`src/rtl/eth_udp_framer.sv`:
```
// eth_udp_framer
//   Builds one Ethernet/IPv4/UDP frame per payload burst in an external byte-wide
//   frame buffer. It computes the IPv4 header checksum and writes the 42 header
//   bytes. It then streams PAYLOAD_LEN payload bytes from the input into the
//   buffer and hands the finished frame to a transmitter through tx_start/tx_busy.
//
//   Optional feature (compile-time macro ETH_IP_IDENT_EN):
//     defined   - IPv4 identification increments after every frame handed off
//     undefined - IPv4 identification stays 0x0000 for every frame
//
//   Ports:
//     clk           in   system clock
//     rst           in   synchronous active-high reset
//     s_data[7:0]   in   payload byte
//     s_valid       in   payload byte offered
//     s_ready       out  payload byte accepted when s_valid && s_ready
//     bram_wr_en    out  frame buffer write enable
//     bram_wr_addr  out  frame buffer byte address (byte 0 at address 0)
//     bram_wr_data  out  frame buffer write data
//     tx_start      out  frame ready, request to transmitter
//     tx_busy       in   transmitter active
//     busy          out  framer not idle
module eth_udp_framer #(
  parameter logic [47:0] DST_MAC     = 48'hFFFFFFFFFFFF,
  parameter logic [47:0] SRC_MAC     = 48'h020000000001,
  parameter logic [31:0] SRC_IP      = 32'hC0A8010A,
  parameter logic [31:0] DST_IP      = 32'hC0A801FF,
  parameter logic [15:0] SRC_PORT    = 16'd1234,
  parameter logic [15:0] DST_PORT    = 16'd1234,
  parameter int          PAYLOAD_LEN = 78
) (
  input  logic       clk,
  input  logic       rst,
  input  logic [7:0] s_data,
  input  logic       s_valid,
  output logic       s_ready,
  output logic       bram_wr_en,
  output logic [9:0] bram_wr_addr,
  output logic [7:0] bram_wr_data,
  output logic       tx_start,
  input  logic       tx_busy,
  output logic       busy
);

  localparam logic [15:0] IP_TOTAL_LEN = 16'(28 + PAYLOAD_LEN);
  localparam logic [15:0] UDP_LEN      = 16'(8 + PAYLOAD_LEN);
  localparam logic [9:0]  CSUM_LAST    = 10'd9;
  localparam logic [9:0]  HDR_LAST     = 10'd41;
  localparam logic [9:0]  PAY_BASE     = 10'd42;
  localparam logic [9:0]  PAY_LAST     = 10'(PAYLOAD_LEN - 1);

  typedef enum logic [2:0] {
    IDLE,
    CSUM,
    HDR,
    PAYLOAD,
    START,
    DONE
  } state_t;

  state_t       r_state, w_state_next;
  logic [9:0]   r_cnt, w_cnt_next;
  logic [16:0]  r_acc, w_acc_next;
  logic [15:0]  r_ident, w_ident_next;
  logic         r_wr_en, w_wr_en_next;
  logic [9:0]   r_wr_addr, w_wr_addr_next;
  logic [7:0]   r_wr_data, w_wr_data_next;

  logic [15:0]  w_word;
  logic [16:0]  w_sum;
  logic [15:0]  w_csum;
  logic [335:0] w_hdr_vec;
  logic [5:0]   w_hdr_rev;
  logic [8:0]   w_hdr_bit;
  logic [7:0]   w_hdr_byte;
  logic         w_accept;

  // Reset gates the handshake and request outputs combinationally so that a
  // frame is abandoned in the very cycle rst is raised.
  assign s_ready    = (r_state == PAYLOAD) && !rst;
  assign tx_start   = (r_state == START) && !rst;
  assign busy       = (r_state != IDLE) && !rst;
  assign bram_wr_en = r_wr_en && !rst;
  assign bram_wr_addr = r_wr_addr;
  assign bram_wr_data = r_wr_data;

  assign w_accept = s_valid && s_ready;

  // IPv4 header word fed to the checksum adder; the counter selects one word
  // per CSUM cycle, with the checksum field itself taken as zero.
  always_comb begin
    w_word = 16'h0000;
    case (r_cnt)
      10'd0:   w_word = 16'h4500;
      10'd1:   w_word = IP_TOTAL_LEN;
      10'd2:   w_word = r_ident;
      10'd3:   w_word = 16'h4000;
      10'd4:   w_word = 16'h4011;
      10'd5:   w_word = 16'h0000;
      10'd6:   w_word = SRC_IP[31:16];
      10'd7:   w_word = SRC_IP[15:0];
      10'd8:   w_word = DST_IP[31:16];
      10'd9:   w_word = DST_IP[15:0];
      default: w_word = 16'h0000;
    endcase
  end

  // One's-complement running sum: the carry out of each addition is folded
  // straight back in, so bit 16 of the stored accumulator never stays set.
  assign w_sum  = {1'b0, r_acc[15:0]} + {1'b0, w_word} + {16'b0, r_acc[16]};
  assign w_csum = ~r_acc[15:0];

  // The whole 42-byte header as one big-endian vector; byte i sits at
  // bit offset (41 - i) * 8 counting from the LSB.
  assign w_hdr_vec = {DST_MAC, SRC_MAC, 16'h0800, 8'h45, 8'h00, IP_TOTAL_LEN,
                      r_ident, 16'h4000, 8'h40, 8'h11, w_csum, SRC_IP, DST_IP,
                      SRC_PORT, DST_PORT, UDP_LEN, 16'h0000};
  assign w_hdr_rev  = 6'd41 - r_cnt[5:0];
  assign w_hdr_bit  = {w_hdr_rev, 3'b000};
  assign w_hdr_byte = w_hdr_vec[w_hdr_bit +: 8];

  // Next-state and next-register logic. Buffer writes are registered, so a
  // byte chosen in one cycle appears on the write port in the following one.
  always_comb begin
    w_state_next   = r_state;
    w_cnt_next     = r_cnt;
    w_acc_next     = r_acc;
    w_ident_next   = r_ident;
    w_wr_en_next   = 1'b0;
    w_wr_addr_next = r_wr_addr;
    w_wr_data_next = r_wr_data;

    case (r_state)
      IDLE: begin
        w_cnt_next = 10'd0;
        w_acc_next = 17'd0;
        if (s_valid && !tx_busy) begin
          w_state_next = CSUM;
        end
      end

      CSUM: begin
        w_acc_next = {1'b0, w_sum[15:0]} + {16'b0, w_sum[16]};
        w_cnt_next = r_cnt + 10'd1;
        if (r_cnt == CSUM_LAST) begin
          w_cnt_next   = 10'd0;
          w_state_next = HDR;
        end
      end

      HDR: begin
        w_wr_en_next   = 1'b1;
        w_wr_addr_next = r_cnt;
        w_wr_data_next = w_hdr_byte;
        w_cnt_next     = r_cnt + 10'd1;
        if (r_cnt == HDR_LAST) begin
          w_cnt_next   = 10'd0;
          w_state_next = PAYLOAD;
        end
      end

      PAYLOAD: begin
        if (w_accept) begin
          w_wr_en_next   = 1'b1;
          w_wr_addr_next = PAY_BASE + r_cnt;
          w_wr_data_next = s_data;
          w_cnt_next     = r_cnt + 10'd1;
          if (r_cnt == PAY_LAST) begin
            w_cnt_next   = 10'd0;
            w_state_next = START;
          end
        end
      end

      START: begin
        if (tx_busy) begin
          w_state_next = DONE;
`ifdef ETH_IP_IDENT_EN
          w_ident_next = r_ident + 16'd1;
`endif
        end
      end

      DONE: begin
        if (!tx_busy) begin
          w_state_next = IDLE;
        end
      end

      default: begin
        w_state_next = IDLE;
      end
    endcase
  end

  // State and datapath registers with synchronous reset.
  always_ff @(posedge clk) begin
    if (rst) begin
      r_state   <= IDLE;
      r_cnt     <= 10'd0;
      r_acc     <= 17'd0;
      r_ident   <= 16'h0000;
      r_wr_en   <= 1'b0;
      r_wr_addr <= 10'd0;
      r_wr_data <= 8'h00;
    end else begin
      r_state   <= w_state_next;
      r_cnt     <= w_cnt_next;
      r_acc     <= w_acc_next;
      r_ident   <= w_ident_next;
      r_wr_en   <= w_wr_en_next;
      r_wr_addr <= w_wr_addr_next;
      r_wr_data <= w_wr_data_next;
    end
  end

endmodule

```
`config.mk`:
```
export PLATFORM = sky130hd
export DESIGN_NAME = eth_udp_framer
export DESIGN_NICKNAME = d
export VERILOG_FILES = /design/src/rtl/eth_udp_framer.sv
export SDC_FILE = /design/constraint.sdc
export NUM_CORES = 1
export LEC_CHECK = 0
export CORE_MARGIN = 2
export CORE_UTILIZATION = 25
export CTS_CLUSTER_SIZE = 12
export DETAILED_ROUTE_END_ITERATION = 16
export HOLD_SLACK_MARGIN = 0.08
export PLACE_DENSITY_LB_ADDON = 0.12
export REMOVE_ABC_BUFFERS = 1
export SLEW_MARGIN = 15
export SYNTH_ARGS = -nofsm -noshare
export SYNTH_HDL_FRONTEND = slang
export SYNTH_SLANG_ARGS = --single-unit
```
`constraint.sdc`:
```
create_clock -name clk -period 8.5 [get_ports clk]
set_input_delay 2.55 -clock clk [delete_from_list [all_inputs] [get_ports clk]]
set_output_delay 2.55 -clock clk [all_outputs]
set_load 0.01 [all_outputs]
```
==> flow_summary.json, run 1 <==
{
  "hold_viol": 0,
  "clockBufferDepth": 2,
  "yosys_warnings": 0,
  "hold_path_startpoint": "bram_wr_data[1]",
  "period_minus_slack_ns": 6.77,
  "cts.sinks": 49,
  "synth_top_area_share_pct": 23.3,
  "dp_hpwl_microns": 9970,
  "wire_per_inst_microns": 16.3,
  "drive_above_1_share_pct": 4.79,
  "clk_pin_slew_ns": 0.07,
  "rr_startpoint": "r_cnt[0]",
  "synth_top_family_by_area": "compound AO/OA/AOI/OAI gates",
  "timing.rr.end": "r_acc[14]",
  "max-cap-violations": 0,
  "grtUsageTotal_pct": 15.0,
  "crit_chain": "clkdlybuf4s50_1 -> buf_4 -> nor2_1 -> clkdlybuf4s50_1",
  "synthTopCellsByArea": "dfxtp_1, nor2_1, ha_1",
  "grt_start_max_net_pins": 27,
  "cp.required_ns": 5.95,
  "overflow": 0,
  "cp-end-kind": "output pin",
  "leakage_nw": 1.66,
  "irDropWorstVdd_mv": 0.0793,
  "htree_levels": 2,
  "place_ws_ns": 1.65,
  "status": "finished, final reports clean",
  "numCtsBuffers": 5,
  "synthMuxAreaShare_pct": 2.20,
  "worstPathMaxFanout": 11,
  "yosysMostFrequentCell": "nor2_1",
  "synth_cells": 580,
  "met3WireLength_microns": 380,
  "yosys.area_share.simple_pct": 26.2,
  "cp_num_buf_inv": 3,
  "skew_ns": 0.00972,
  "synth-async-reset-ratio_pct": 0,
  "worst-slew-pin-transition_ns": 1.24,
  "p_per_area_mw_per_mm2": 198,
  "cts_setup_buffers": 0,
  "criticalPathCategory": "primary input to output pin",
  "synth_seq_area_share_pct": 23.3,
  "setup_slack_ns": 1.73,
  "fmax_mhz": 148,
  "ant_nets": 0,
  "slowest_stage": "clkdlybuf4s50_1",
  "drc": 0,
  "die-area_sq_mm": 0.0179,
  "fp.coreArea_sq_mm": 0.0165,
  "cts_tree": "yes",
  "fillers": 1820,
  "synthTopCellsByCount": "nor2_1, nand2_1, a21oi_1",
  "start_util_pct": 25.4,
  "synth_compound_area_share_pct": 27.2,
  "drt-total-wl_microns": 13100,
  "syn_area_sq_mm": 0.00420,
  "synth-edff-count": 0,
  "arrival_ns": 4.22,
  "ioPinCount": 34,
  "critPathLaunchType": "primary input",
  "endpoint": "s_ready",
  "yosysTopAreaCell": "dfxtp_1",
  "ys_ff_latch": 49,
  "slew_violations": 0,
  "grt_pass1_vias": 3919,
  "multi_input_area_sq_mm": 0.00300,
  "reg2reg_depth": 23,
  "diodes": 0,
  "relSlewSlack_pct": 17.4,
  "ctsHoldBuffers": 0,
  "timing.setup.tns_ns": 0,
  "synthXorXnorAreaFrac_pct": 8.51,
  "avgSynthCellArea_sq_um": 7.25,
  "synthFlopType": "dfxtp_1",
  "hold_path.class": "flop to flop",
  "drt-met1-wl_microns": 6470,
  "syn_to_final_growth_pct": 15.2,
  "crit_path_frequent_cell": "clkdlybuf4s50_1",
  "gp_congestion": 0.900,
  "clk_latency_ns": 0.31,
  "cp_top_family": "buffers and inverters",
  "die-width_microns": 134,
  "vias_per_cell": 5.06,
  "ys_types": 68,
  "die_y_microns": 134,
  "nNetsFinal": 618,
  "core.rowCount": 47,
  "cp-startpoint": "rst",
  "wl_met2_microns": 5920,
  "root_buffer": "clkbuf_16",
  "holdWs_ns": 0.447,
  "max_stage_delay_ns": 0.70,
  "cts.repair.resized": 0,
  "vias": 4072,
  "r2r_setup_slack_ns": 2.48,
  "rsz0062_at_grt": "false",
  "setup_viol": 0,
  "antenna_found_initial": 0,
  "cp.depth": 4,
  "highest_layer": "met4",
  "port_buffers": 33,
  "final.period_utilization_pct": 79.7,
  "seq_area_sq_um": 981,
  "drt_first_pass_iters": 4,
  "first_iter_violations": 158,
  "grt_first_pass_wirelength_microns": 21300,
  "synth_fa_ha_area_share_pct": 6.97
}
[routing by layer]
layer  vias up  track usage, %
li1       2087               -
met1      1897            20.8
met2        64            23.4
met3        24            2.32
met4         0            5.67
met5         -               0
[placed cells by master, fill, tap and decap left out, types with 3 or more instances in the layout]
cell type        count
clkbuf_16            5
nand3_1             17
o211ai_1            12
a21o_1               6
xor2_1              16
xnor2_1             23
nand2_1             66
buf_4                3
nor2b_1              6
inv_1               21
ha_1                21
or3_1                7
nand2b_1             4
a311oi_1             8
o21ai_0             37
and3_1               3
nor3_1              13
a211oi_1             4
nand4_1              7
nand3b_1             4
a41oi_1              3
nor2_1              72
nor3b_1              3
mux2i_1              7
or2_2                3
a21oi_1             51
clkdlybuf4s50_1     33
a22oi_1              7
nor4_1               4
and2_1               7
a22o_1               5
dfxtp_1             49
o31ai_1              3
a31oi_1              3
[per-stage QoR]
stage               utilization [%]  cells  total power, mW  instance area (sq um)
finish                         29.3    805            0.959                   4840
global placement               28.3    797            0.743                   4680
global route                   29.3    805             1.03                   4840
detailed placement             28.3    797            0.746                   4680
floorplan                         -    541            0.587                   4050
CTS                            29.2    805            0.967                   4830
[worst register-to-register path, stage by stage (launching register included)]
cell and delay (ns):
dfxtp_1 0.88, ha_1 0.43, nand3b_1 0.24, a211oi_4 0.50, xor2_1 0.18, ha_1 0.22
nor2_1 0.07, fa_1 0.39, nand2b_1 0.22, a21oi_1 0.32, o2111ai_1 0.18, nand3_1 0.16
nor3_1 0.06, nor3_1 0.18, o21ai_0 0.10, nand2b_1 0.12, ha_1 0.19, ha_1 0.18
nand2_1 0.09, nor3b_2 0.36, nand2_1 0.18, nor4_1 0.35, xor2_1 0.11, a22o_1 0.21
[registers in the layout, summed over array words and instances (netlist names)]
| name | cells |
|---|---|
| bram_wr_addr | 10 |
| r_state | 3 |
| bram_wr_data | 8 |
| r_cnt | 10 |
| r_acc | 17 |
| r_wr_en | 1 |
[power by group]
| part | switching [mW] | internal [mW] | total [mW] |
|---|---|---|---|
| sequential | 0.0472 | 0.261 | 0.309 |
| clock | 0.107 | 0.112 | 0.218 |
| combinational | 0.253 | 0.179 | 0.432 |
| total | 0.407 | 0.552 | 0.959 |
[worst min path at each step]
| stage | to | depth (start not counted) |
|---|---|---|
| global placement | bram_wr_addr[6] | 2 |
| detailed placement | bram_wr_data[1] | 2 |
| global route | bram_wr_data[1] | 2 |
| finish | bram_wr_data[1] | 2 |
| floorplan | r_acc[16] | 2 |
| CTS | bram_wr_data[1] | 2 |
[cell type report]
cell class | instances | area share [%]
inverter | 21 | 1.63
tap | 220 | 5.69
clock inverter | 3 | 0.543
clock buffer | 5 | 2.58
sequential | 49 | 20.3
multi-input combinational | 471 | 62.0
timing repair buffer | 36 | 7.29
[cell families (layout without fill, tap and decap cells)]
kind of cell,Yosys count,after routing
AO/OA/AOI/OAI,171,171
XOR/XNOR,40,40
adder cells (fa/ha/maj),23,23
buffers and inverters,60,65
flip-flops,49,49
multiplexers,9,9
AND/OR/NAND/NOR,228,228
(Power assumes the default switching activity.)
==> run 2: changes to the inputs <==
clock period = 6.3 ns   (was 8.5 ns; I/O delays follow)
==> flow_summary.json, run 2 (synthesis results as in run 1) <==
{
  "cts.sinks": 49,
  "clk_latency_ns": 0.30,
  "clockBufferDepth": 2,
  "slew_violations": 0,
  "hold_viol": 0,
  "slowest_stage": "dfxtp_1",
  "criticalPathCategory": "flop to flop",
  "setup_viol": 0,
  "timing.setup.tns_ns": 0,
  "holdWs_ns": 0.450,
  "r2r_setup_slack_ns": 0.69,
  "layout_commonest_cell": "nor2_1",
  "ctsHoldBuffers": 0,
  "final_cell_mix": "nor2_1, nand2_1, a21oi_1",
  "drive_above_1_share_pct": 5.26,
  "die-area_sq_mm": 0.0179,
  "skew_ns": 0.00663,
  "multi_input_area_sq_mm": 0.00299,
  "cp.required_ns": 6.50,
  "diodes": 0,
  "overflow": 0,
  "clk_pin_slew_ns": 0.07,
  "core.rowCount": 47,
  "status": "finished, final reports clean",
  "rsz0062_at_grt": "false",
  "dp_hpwl_microns": 10300,
  "period_minus_slack_ns": 5.61,
  "crit_path_frequent_cell": "ha_1",
  "nNetsFinal": 622,
  "grtUsageTotal_pct": 15.2,
  "relSlewSlack_pct": 24.8,
  "root_buffer": "clkbuf_16",
  "leakage_nw": 1.68,
  "numCtsBuffers": 5,
  "port_buffers": 33,
  "gp_congestion": 0.889,
  "start_util_pct": 25.4,
  "max_stage_delay_ns": 0.45,
  "die_y_microns": 134,
  "cts.repair.resized": 0,
  "seq_area_sq_um": 981,
  "cts_setup_buffers": 0,
  "fp.coreArea_sq_mm": 0.0165,
  "ant_nets": 0,
  "fmax_mhz": 178,
  "drc": 0,
  "grt_first_pass_wirelength_microns": 21500,
  "cts_tree": "yes",
  "wire_per_inst_microns": 16.6,
  "fillers": 1785,
  "drt-total-wl_microns": 13400,
  "syn_to_final_growth_pct": 15.5,
  "die-width_microns": 134,
  "htree_levels": 2,
  "final.period_utilization_pct": 89.0,
  "irDropWorstVdd_mv": 0.101,
  "largest_reg_flops": 17,
  "cp-end-kind": "flop",
  "drt_first_pass_iters": 4,
  "first_iter_violations": 254,
  "critPathLaunchType": "flop",
  "worst-slew-pin-transition_ns": 1.12,
  "grt_start_max_net_pins": 27,
  "grt_pass1_vias": 3903,
  "hold_path.class": "flop to flop",
  "arrival_ns": 5.80,
  "p_per_area_mw_per_mm2": 264,
  "regMostFlops": "r_acc",
  "worstPathMaxFanout": 12,
  "vias_per_cell": 5.24,
  "antenna_found_initial": 0,
  "ioPinCount": 34,
  "vias": 4236,
  "crit_chain": "inv_1 -> ha_1 -> nand3b_1 -> a211oi_4 -> xor2_1 -> ha_1 -> nor2_1 -> fa_1 -> nand2b_1 -> a21oi_1 -> o2111ai_1 -> nand3_1 -> nor3_1 -> nor3_1 -> o21ai_0 -> nand2b_1 -> ha_1 -> ha_1 -> nand2_1 -> nor3b_2 -> nand2_1 -> nor4_1 -> xor2_1 -> a22o_1",
  "max-cap-violations": 0
}
==> run 2: cell types whose count changed in the layout (fill, tap and decap cells not counted), sizes merged <==
cell,delta
buf,+3
clkbuf,+2
clkinvlp,-2
clkinv,+1
==> run 2: final timing paths <==
path,endpoint,startpoint,depth (start not counted)
setup reg to reg,r_acc[14],r_cnt[0],24
hold reg to reg,bram_wr_addr[6],bram_wr_addr[6],2
setup / recovery,r_acc[14],r_cnt[0],24
hold / removal,bram_wr_addr[6],bram_wr_addr[6],2
==> run 2: worst max-delay path: cells and delay by family (launching register included) <==
kind,cells,cell delay (ns)
and+or+nand+nor,11,1.95
AOI/OAI and AO/OA,5,1.25
buffers and inverters,1,0.18
xor gates and xnor gates,2,0.31
DFF,1,0.45
adders and majority gates,5,1.37
==> run 2: final cells by class <==
class | count | share of cell area [%]
tap | 220 | 5.67
multi-input combinational | 471 | 61.7
clock buffer | 6 | 2.66
clock inverter | 2 | 0.284
inverter | 21 | 1.62
timing repair buffer | 40 | 7.84
sequential | 49 | 20.2
==> run 2: report_power, final <==
group / switching, mW / leakage (nW) / internal (mW)
sequential: 0.0524 / 0.397 / 0.353
combinational: 0.350 / 1.21 / 0.243
clock: 0.133 / 0.0712 / 0.149
==> run 2: routing by layer <==
| metal | global-route usage [%] | up-vias | wire length, microns |
|---|---|---|---|
| met5 | 0 | - | 0 |
| met2 | 25.1 | 94 | 6170 |
| li1 | - | 2101 | - |
| met3 | 2.17 | 12 | 412 |
| met4 | 3.72 | 0 | 180 |
| met1 | 20.7 | 2029 | 6680 |
==> run 2: stage by stage <==
stage | power (mW) | util [%] | instances | cell area [sq um] | worst slack [ns]
detailed placement | 1.00 | 28.4 | 800 | 4700 | 0.762
finish | 1.28 | 29.4 | 809 | 4850 | 0.694
global route | 1.38 | 29.4 | 809 | 4850 | 0.241
global placement | 1.00 | 28.4 | 800 | 4700 | 0.887
CTS | 1.29 | 29.3 | 808 | 4840 | 0.722
floorplan | 0.792 | - | 541 | 4050 | 1.36
==> run 3: changes to the inputs <==
CORE_MARGIN = 1   (was 2)
==> flow_summary.json, run 3 (synthesis results as in run 1) <==
{
  "hold_viol": 0,
  "nNetsFinal": 622,
  "arrival_ns": 5.81,
  "syn_to_final_growth_pct": 15.7,
  "start_util_pct": 25.4,
  "cp-end-kind": "flop",
  "cp_top_family": "simple AND/OR/NAND/NOR gates",
  "drc": 0,
  "layout_commonest_cell": "nor2_1",
  "wire_per_inst_microns": 16.5,
  "largest_reg_flops": 17,
  "hold_path.class": "flop to flop",
  "rsz0062_at_grt": "false",
  "grt_first_pass_wirelength_microns": 21300,
  "root_buffer": "clkbuf_16",
  "fmax_mhz": 178,
  "htree_levels": 2,
  "placed_area_sq_mm": 0.00470,
  "irDropWorstVdd_mv": 0.107,
  "clk_pin_slew_ns": 0.07,
  "fp.coreArea_sq_mm": 0.0165,
  "core.rowCount": 47,
  "dp_hpwl_microns": 10200,
  "period_minus_slack_ns": 5.61,
  "crit_chain": "inv_1 -> ha_1 -> nand3b_1 -> a211oi_4 -> xor2_1 -> ha_1 -> nor2_1 -> fa_1 -> nand2b_1 -> a21oi_1 -> o2111ai_1 -> nand3_1 -> nor3_1 -> nor3_1 -> o21ai_0 -> nand2b_1 -> ha_1 -> ha_1 -> nand2_1 -> nor3b_2 -> nand2_1 -> nor4_1 -> xor2_1 -> a22o_1",
  "p_per_area_mw_per_mm2": 265,
  "clk_latency_ns": 0.31,
  "grt_pass1_vias": 3908,
  "leakage_nw": 1.68,
  "ioPinCount": 34,
  "final_area_sq_mm": 0.00486,
  "ant_nets": 0,
  "cts.sinks": 49,
  "drt-total-wl_microns": 13400,
  "cts_setup_buffers": 0,
  "relSlewSlack_pct": 33.0,
  "setup_viol": 0,
  "max_stage_delay_ns": 0.46,
  "slowest_stage": "a211oi_4",
  "seq_area_sq_um": 981,
  "cts_tree": "yes",
  "antenna_found_initial": 0,
  "vias": 4222,
  "max-cap-violations": 0,
  "ctsHoldBuffers": 0,
  "numCtsBuffers": 5,
  "die-area_sq_mm": 0.0173,
  "cp.required_ns": 6.51,
  "skew_ns": 0.00611,
  "post-place-cells": 800,
  "crit_path_frequent_cell": "ha_1",
  "multi_input_area_sq_mm": 0.00300,
  "cp_num_buf_inv": 1,
  "regMostFlops": "r_acc",
  "worst-slew-pin-transition_ns": 0.997,
  "status": "finished, final reports clean",
  "grt_start_max_net_pins": 27,
  "port_buffers": 33,
  "grtUsageTotal_pct": 15.5,
  "vias_per_cell": 5.22,
  "final.period_utilization_pct": 89.0,
  "gp_congestion": 0.875,
  "overflow": 0,
  "drive_above_1_share_pct": 5.43,
  "final_cell_count_no_fill": 809,
  "drt_first_pass_iters": 4,
  "cts.repair.resized": 0,
  "timing.setup.tns_ns": 0,
  "slew_violations": 0,
  "die-width_microns": 132,
  "critPathLaunchType": "flop",
  "die_y_microns": 132,
  "worstPathMaxFanout": 12,
  "fillers": 1811,
  "total_power_mw": 1.29,
  "first_iter_violations": 234,
  "clockBufferDepth": 2,
  "final_cell_mix": "nor2_1, nand2_1, a21oi_1",
  "diodes": 0,
  "criticalPathCategory": "flop to flop"
}
## run 3: cell count changes in the layout (fill, tap and decap cells not counted)
cell	change
a21boi_2	-1
clkinvlp_4	+1
clkbuf_1	-1
a21boi_4	+1
## run 3: cell type report
cell class,instances,share of cell area [%]
Timing Repair Buffer,40,7.82
Inverter,21,1.62
Multi-Input combinational cell,471,61.7
Clock buffer,5,2.57
Clock inverter,3,0.437
Tap cell,220,5.66
Sequential cell,49,20.2
## run 3: routing by layer
layer  wire length [microns]  up-vias  track usage [%]
met1                    6500     2015             21.0
met3                     442       23             2.28
met5                       0        -                0
met2                    6030       86             24.3
met4                     389        0             6.33
li1                        -     2098                -
## run 3: tightest hold or removal path, delay by kind of cell, from the launching register on
| kind | cells | cell delay [ns] |
|---|---|---|
| AO/OA/AOI/OAI | 1 | 0.05 |
| flip-flops | 1 | 0.31 |
| AND/OR/NAND/NOR | 1 | 0.05 |
## run 3: where the power goes
| group | internal (mW) | switching [mW] |
|---|---|---|
| sequential | 0.353 | 0.0537 |
| combinational | 0.244 | 0.350 |
| clock | 0.149 | 0.141 |
## run 3: through the flow
| stage | worst slack, ns | util [%] | hold WS, ns |
|---|---|---|---|
| finish | 0.692 | 29.4 | 0.453 |
| global route | 0.178 | 29.4 | 0.481 |
| CTS | 0.742 | 29.3 | 0.455 |
| detailed placement | 0.760 | 28.4 | 0.445 |
| global placement | 0.881 | 28.4 | 0.440 |
| floorplan | 1.36 | - | 0.432 |
## run 3: final timing paths
check	slack, ns	cells after the start	end	start
setup / recovery	0.69	24	r_acc[14]	r_cnt[0]
setup reg to reg	0.69	24	r_acc[14]	r_cnt[0]
hold reg to reg	0.45	2	bram_wr_data[5]	bram_wr_data[5]
hold / removal	0.45	2	bram_wr_data[5]	bram_wr_data[5]
